==> src/rtl/register_file.sv <==
// RV32I architectural register file with write-through bypass and a
// per-register in-flight write scoreboard that drives the decode stall.
module register_file #(
    parameter int WIDTH = 32
) (
    input  logic             clk,
    input  logic             reset,
    input  logic [4:0]       rs1_addr,
    input  logic             rs1_used,
    output logic [WIDTH-1:0] rs1_data,
    input  logic [4:0]       rs2_addr,
    input  logic             rs2_used,
    output logic [WIDTH-1:0] rs2_data,
    input  logic             wr_en,
    input  logic [4:0]       rd_addr,
    input  logic [WIDTH-1:0] rd_data,
    input  logic             issue_en,
    input  logic [4:0]       issue_rd,
    output logic             issue_ready,
    output logic             stall
);

    // Issue handshake: an issue is accepted on a rising edge when issue_en is
    // high and issue_ready is high; issue_ready never depends on issue_en, and
    // an issue presented while issue_ready is low is dropped.

    logic [WIDTH-1:0] regs [1:31];
    logic [1:0]       cnt  [1:31];

    logic [31:1] inc;
    logic [31:1] dec;

    logic [1:0] rs1_cnt;
    logic [1:0] rs2_cnt;
    logic [1:0] issue_cnt;
    logic       rs1_hit;
    logic       rs2_hit;
    logic       hazard_rs1;
    logic       hazard_rs2;

    always_comb begin
        inc = '0;
        dec = '0;
        for (int r = 1; r < 32; r++) begin
            inc[r] = issue_en && (issue_rd == 5'(r)) && (cnt[r] != 2'd3);
            dec[r] = wr_en && (rd_addr == 5'(r)) && (cnt[r] != 2'd0);
        end
    end

    always_ff @(posedge clk) begin
        if (!reset) begin
            for (int r = 1; r < 32; r++) begin
                regs[r] <= '0;
                cnt[r]  <= '0;
            end
        end else begin
            if (wr_en && (rd_addr != 5'd0)) begin
                regs[rd_addr] <= rd_data;
            end
            for (int r = 1; r < 32; r++) begin
                if (inc[r] && !dec[r]) begin
                    cnt[r] <= cnt[r] + 2'd1;
                end else if (dec[r] && !inc[r]) begin
                    cnt[r] <= cnt[r] - 2'd1;
                end
            end
        end
    end

    // x0 has no storage: its counter reads as zero and its data as zero.
    always_comb begin
        rs1_cnt   = (rs1_addr == 5'd0) ? 2'd0 : cnt[rs1_addr];
        rs2_cnt   = (rs2_addr == 5'd0) ? 2'd0 : cnt[rs2_addr];
        issue_cnt = (issue_rd == 5'd0) ? 2'd0 : cnt[issue_rd];
        rs1_hit   = wr_en && (rd_addr == rs1_addr);
        rs2_hit   = wr_en && (rd_addr == rs2_addr);

        if (rs1_addr == 5'd0) begin
            rs1_data = '0;
        end else if (rs1_hit) begin
            rs1_data = rd_data;
        end else begin
            rs1_data = regs[rs1_addr];
        end

        if (rs2_addr == 5'd0) begin
            rs2_data = '0;
        end else if (rs2_hit) begin
            rs2_data = rd_data;
        end else begin
            rs2_data = regs[rs2_addr];
        end

        // The bypass only covers the producer of the last outstanding write.
        hazard_rs1 = rs1_used && (rs1_addr != 5'd0) && (rs1_cnt != 2'd0) &&
                     !(rs1_hit && (rs1_cnt == 2'd1));
        hazard_rs2 = rs2_used && (rs2_addr != 5'd0) && (rs2_cnt != 2'd0) &&
                     !(rs2_hit && (rs2_cnt == 2'd1));
        stall       = hazard_rs1 || hazard_rs2;
        issue_ready = (issue_cnt != 2'd3);
    end

endmodule

==> config.mk <==
export PLATFORM = sky130hd
export DESIGN_NAME = register_file
export DESIGN_NICKNAME = d
export VERILOG_FILES = /design/src/rtl/register_file.sv
export SDC_FILE = /design/constraint.sdc
export NUM_CORES = 2
export LEC_CHECK = 0
export CORE_MARGIN = 3
export CORE_UTILIZATION = 45
export DETAILED_ROUTE_END_ITERATION = 16
export PLACE_DENSITY = 0.6
export SYNTH_ARGS = -nofsm -noshare
export SYNTH_HDL_FRONTEND = slang
export SYNTH_SLANG_ARGS = --single-unit
==> constraint.sdc <==
create_clock -name clk -period 6.5 [get_ports clk]
set_clock_uncertainty 0.2 [all_clocks]
set_input_delay 1.3 -clock clk [delete_from_list [all_inputs] [get_ports clk]]
set_output_delay 1.3 -clock clk [all_outputs]
set_load 0.1 [all_outputs]
== Yosys cells after proc, flatten, opt, wreduce, memory -nomap -nowiden ==
Memory sizes are Yosys's and may differ from the RTL's.
Cells that the tools add are included.
Word-level totals
  logic and storage cells: 819
  output and inout bits: 66
  input bits: 58
  memories kept: 2
  RAM bits: 1054
  bits in registers: 0
Memories
  regs: depth 31, width 32, rd ports 2, clocked after memory_dff 0, write ports 31, line 27  | logic [WIDTH-1:0] regs [1:31];
  cnt: depth 31, width 2, rd ports 34, clocked after memory_dff 0, write ports 31, line 28  | logic [1:0] cnt [1:31];
Operators by class
  reduce and logical (&&, ||, !) cells: 302
  bitwise logic cells: 62
  eq/ne operators: 98
  add/sub/neg operators: 62
  muxes and demuxes: 293
Operators by type and width (count)
  two-way mux 1 bit: 222
  logical AND 1 bit: 197
  == test 5 bit, second input constant: 32
  two-way mux 32 bit: 5
  two-way mux 2 bit: 65
  == test 5 x 4 -> 1 bit, second input constant: 16
  nonzero test 2 bit: 33
  logical NOT 1 bit: 64
  inequality test 2 bit, second input constant: 32
  adder 2 x 1 -> 2 bit, second input constant: 31
  bitwise OR 1 bit: 62
  subtractor 2 x 1 -> 2 bit, second input constant: 31
  == test 5 x 3 -> 1 bit, second input constant: 8
  OR reduction 32 bit: 1
  == test 5 x 2 -> 1 bit, second input constant: 4
  logical NOT 5 bit: 3
  nonzero test 5 bit: 3
  == test 5 x 1 -> 1 bit, second input constant: 2
  == test 5 bit: 2
  two-way mux 5 bit: 1
  == test 2 x 1 -> 1 bit, second input constant: 2
  logical OR 1 bit: 1

== Longest topological paths before layout ==
  word-level depth: 10
  gate-level depth with buffers: 12
  gate-level depth less buffers: 6

== Worst setup path before layout ==
No wires, ideal clock.
  path kind: input-to-output
  start point: input rs1_addr[1]
  end point: output rs1_data[21]
  buffers on the path: 3
  arrival: 4.889 ns
  slack: 0.111 ns
  stages on the path: 8
  data required time: 5.000 ns
  cell sequence: buf_2 > or3b_2 > clkbuf_1 > clkbuf_1 > o221ai_1 > a21o_1 > a21oi_1 > o31ai_1
On the way
  word-level cells in the longest chain between the ends: 4
  elaborated cells on any way between the ends: 6
  those cells by class: eq/ne (1); mux (2); reduce/logical (2); memory (1)
RTL lines
  from (decl): line 8  | input logic [4:0] rs1_addr,
  branches (longest 3 deep; another with memory read (31 x 32 bit))
  two-way mux 32 bit (*): line 78  | if (rs1_addr == 5'd0) begin
  to (decl): line 10  | output logic [WIDTH-1:0] rs1_data,
Every way passes the cells marked *.

== Final worst setup path ==
  start point: input rd_addr[4]
  end point: output rs2_data[0]
On the way
  word-level cells in the longest chain between the ends: 4
RTL lines
  from (decl): line 15  | input logic [4:0] rd_addr,
  == test 5 bit: line 76  | rs2_hit = wr_en && (rd_addr == rs2_addr);
  logical AND 1 bit: line 76
  two-way mux 32 bit: line 88  | end else if (rs2_hit) begin
  two-way mux 32 bit: line 86  | if (rs2_addr == 5'd0) begin
  to (decl): line 13  | output logic [WIDTH-1:0] rs2_data,
Every way passes these cells.

==> impl_results.md <==
* Outcome: completed
* Top cell type's share of synthesized area at 53.3%
* Critical path peak fanout at 12
* Synth area leaders: edfxtp_1, mux4_2, and2_1
* CP Buf/Inv Count at 2
* Post-synth EDFFs at 1086
* Post-cts sizing count at 0
* Min-Delay Path Class: reg2reg
* Initial DRC Count at 5620
* Post-CTS Setup Bufs at 0
* Placed cells at 5997
* Core box area at 134000 um^2
* Via Count at 40090
* Placer Congestion at 0.910
* Tcrit/Tclk final at 99.3%
* CP Data Required Time at 5000 ps
* IO buf count at 123
* Remaining Overflow, GRT at 0
* Sw frac at 27.5%
* Global-route wire length before repair at 294 mm
* Vias in the first global route at 39563
* Pleak at 0.0243 uW
* Seq/Total Area, Yosys at 53.3%
* Yosys reg bits at 1086
* Hold Slack at 437 ps
* Storage cell area at 32600 um^2
* Synth warn at 0
* Layout fillers at 11111
* Die span in x at 375 um
* Largest area contributor in the netlist: edfxtp_1
* Max-Cap Viols at 0
* CTS Hold Bufs at 0
* Sw power at 5040 uW
* Routed Antenna Nets at 0
* Largest net degree at the start of global routing at 93
* Worst rel slew slack at 10.5%
* Clock network power share at 37.7%
* Combinational power share at 16.9%
* H-tree levels at 3
* Crit-path leading delay family: simple AND/OR/NAND/NOR gates
* FP Rows at 134
* CTS tree: built
* Most frequent cells in the layout: edfxtp_1, and2_1, mux4_2, mux2i_1, buf_4
* Num CTS Buffers at 119
* Final Hold Viols at 0
* Final setup TNS at 0 ps
* CTS clock-pin slew for the worst setup and hold paths at 60 ps
* Post-layout util at 51.9%
* Most used DFF post-synth: edfxtp_1
* Crit path cell chain: clkdlybuf4s50_1 -> xor2_1 -> nor4_1 -> nand3_1 -> nand2_1 -> nor2_1 -> a221o_1 -> buf_12
* Critical path type: in2out
* Area occupied by multi-input gates at 27100 um^2
* Average size of a mapped cell at 14.1 um^2
* Slowest stage delay, CP at 1000 ps
* Final Max Tran Viols at 0
* DRC viols at 0
* Proportion of layout cells with a drive suffix above 1 at 23.9%
* Cell area after synthesis at 61100 um^2
* Overall Global Routing Usage at 29.3%
* Synth unique cells at 54
* CTS sink cnt at 1086
* Seq pwr share at 45.3%
* Drt total wl at 207 mm
* DR pass1 iterations at 5
* Minimum clock period at 6450 ps
* CP Launch Type: input pin
* Die H at 375 um
* CTS max path bufs at 3
* Nets at 4470
* CP max-delay cell: nor2_1
* Area grow syn2layout at 13.8%
* HPWL Detailed at 129 mm
* Initial Util at 45.6%
* P per Cell Area at 263 nW/um^2
* Arr. time, crit path at 4950 ps
* Non-Filler Instances at 6227
* Async set or reset register ratio after synthesis at 0%
* Worst-case vdd ir drop at 0.220 mV
* Fmax at 155 MHz
* Initial antenna violation count at 11
* Worst Setup End Kind: primary output
* Detail-routed net length per standard cell at 33.2 um
* Worst slew pin tran at 1330 ps
* Commonest non-fill, non-tap cell in the layout: edfxtp_1
* Internal at 13300 uW
* Root Buffer: clkbuf_16
* RSZ-0062 raised after global routing: false
* Post-Synthesis Cells at 4328
* Final setup violation count at 0
* # IOs at 124
* Vias/cell at 6.44
* Clock latency at the later pin of the worst-skew pair at 740 ps
* Die area at 140000 um^2
## final timing paths
kind / startpoint / to / slack, ps / cells past startpoint
max: rd_addr[4] / rs2_data[0] / 50 / 8
min: cnt[12][0]$_DFFE_PP_ / cnt[12][0]$_DFFE_PP_ / 440 / 1
max reg2reg: cnt[17][0]$_DFFE_PP_ / cnt[17][1]$_DFFE_PP_ / 4480 / 5
min reg2reg: cnt[12][0]$_DFFE_PP_ / cnt[12][0]$_DFFE_PP_ / 440 / 1
## cell families after synthesis
group | Yosys count | synth area share, %
compound gates | 417 | 4.53
xor+xnor | 41 | 0.587
fa+ha+maj | 62 | 1.27
buf+inv | 505 | 3.55
flops | 1086 | 53.3
mux | 754 | 22.7
other cells | 1 | 0.00613
simple gates | 1462 | 14.0
## power by group through the flow
stage	Clock [uW]	Combinational (uW)	Sequential, uW
2_1_floorplan	0	1880	8370
3_3_place_gp	0	3060	8400
3_5_place_dp	0	3060	8430
4_1_cts	6970	3070	8280
5_1_grt	7260	3190	8330
6_report	6900	3100	8290
## synthesized netlist by cell type, types with 32 or more instances
master / instances
edfxtp_1: 1086
and2_1: 992
mux4_2: 503
clkbuf_1: 312
mux2i_1: 198
nor2_1: 114
o22ai_1: 114
nand2_1: 99
a21oi_1: 91
buf_2: 64
inv_1: 64
ha_1: 62
nor3_1: 58
mux2_2: 53
nand3_1: 53
or3_1: 44
o21ai_0: 40
xor2_1: 35
nor3b_1: 34
o31ai_1: 32
## layout make-up
class                   count  area share [%]
clock inverters            79            1.15
multi-input cells        2768            38.9
clock buffers             144            4.48
well taps                1768            3.18
flip-flops and latches   1086            46.9
repair buffers            311            5.06
diodes                      7          0.0252
inverters                  64           0.345
## registers in the layout, summed over array words and instances (netlist names)
| register | flops |
|---|---|
| regs | 1024 |
| cnt | 62 |
## metrics by stage
stage               worst slack, ps  total power, uW  instance area [um^2]
finish                         48.2            18300                 69600
global route                  0.948            18800                 69600
CTS                             353            18300                 69600
detailed placement              364            11500                 65600
global placement                380            11500                 65600
floorplan                       111            10200                 61300
## worst reg2reg max path, cell delays in order, from the launching register on
cell	delay (ps)
edfxtp_1	490
inv_1	80
ha_1	190
or3_1	420
or3_1	310
a21boi_0	180
## metal layers
metal  GRT usage [%]  vias to the layer above  part of all wire, %
li1                -                    16587                    -
met1            41.0                    20801                   40
met2            44.7                     2299                   45
met3            7.57                      403                   11
met4            9.96                        0                  3.8
met5               0                        -                    0
No activity file was read; power rests on OpenSTA's default activity.
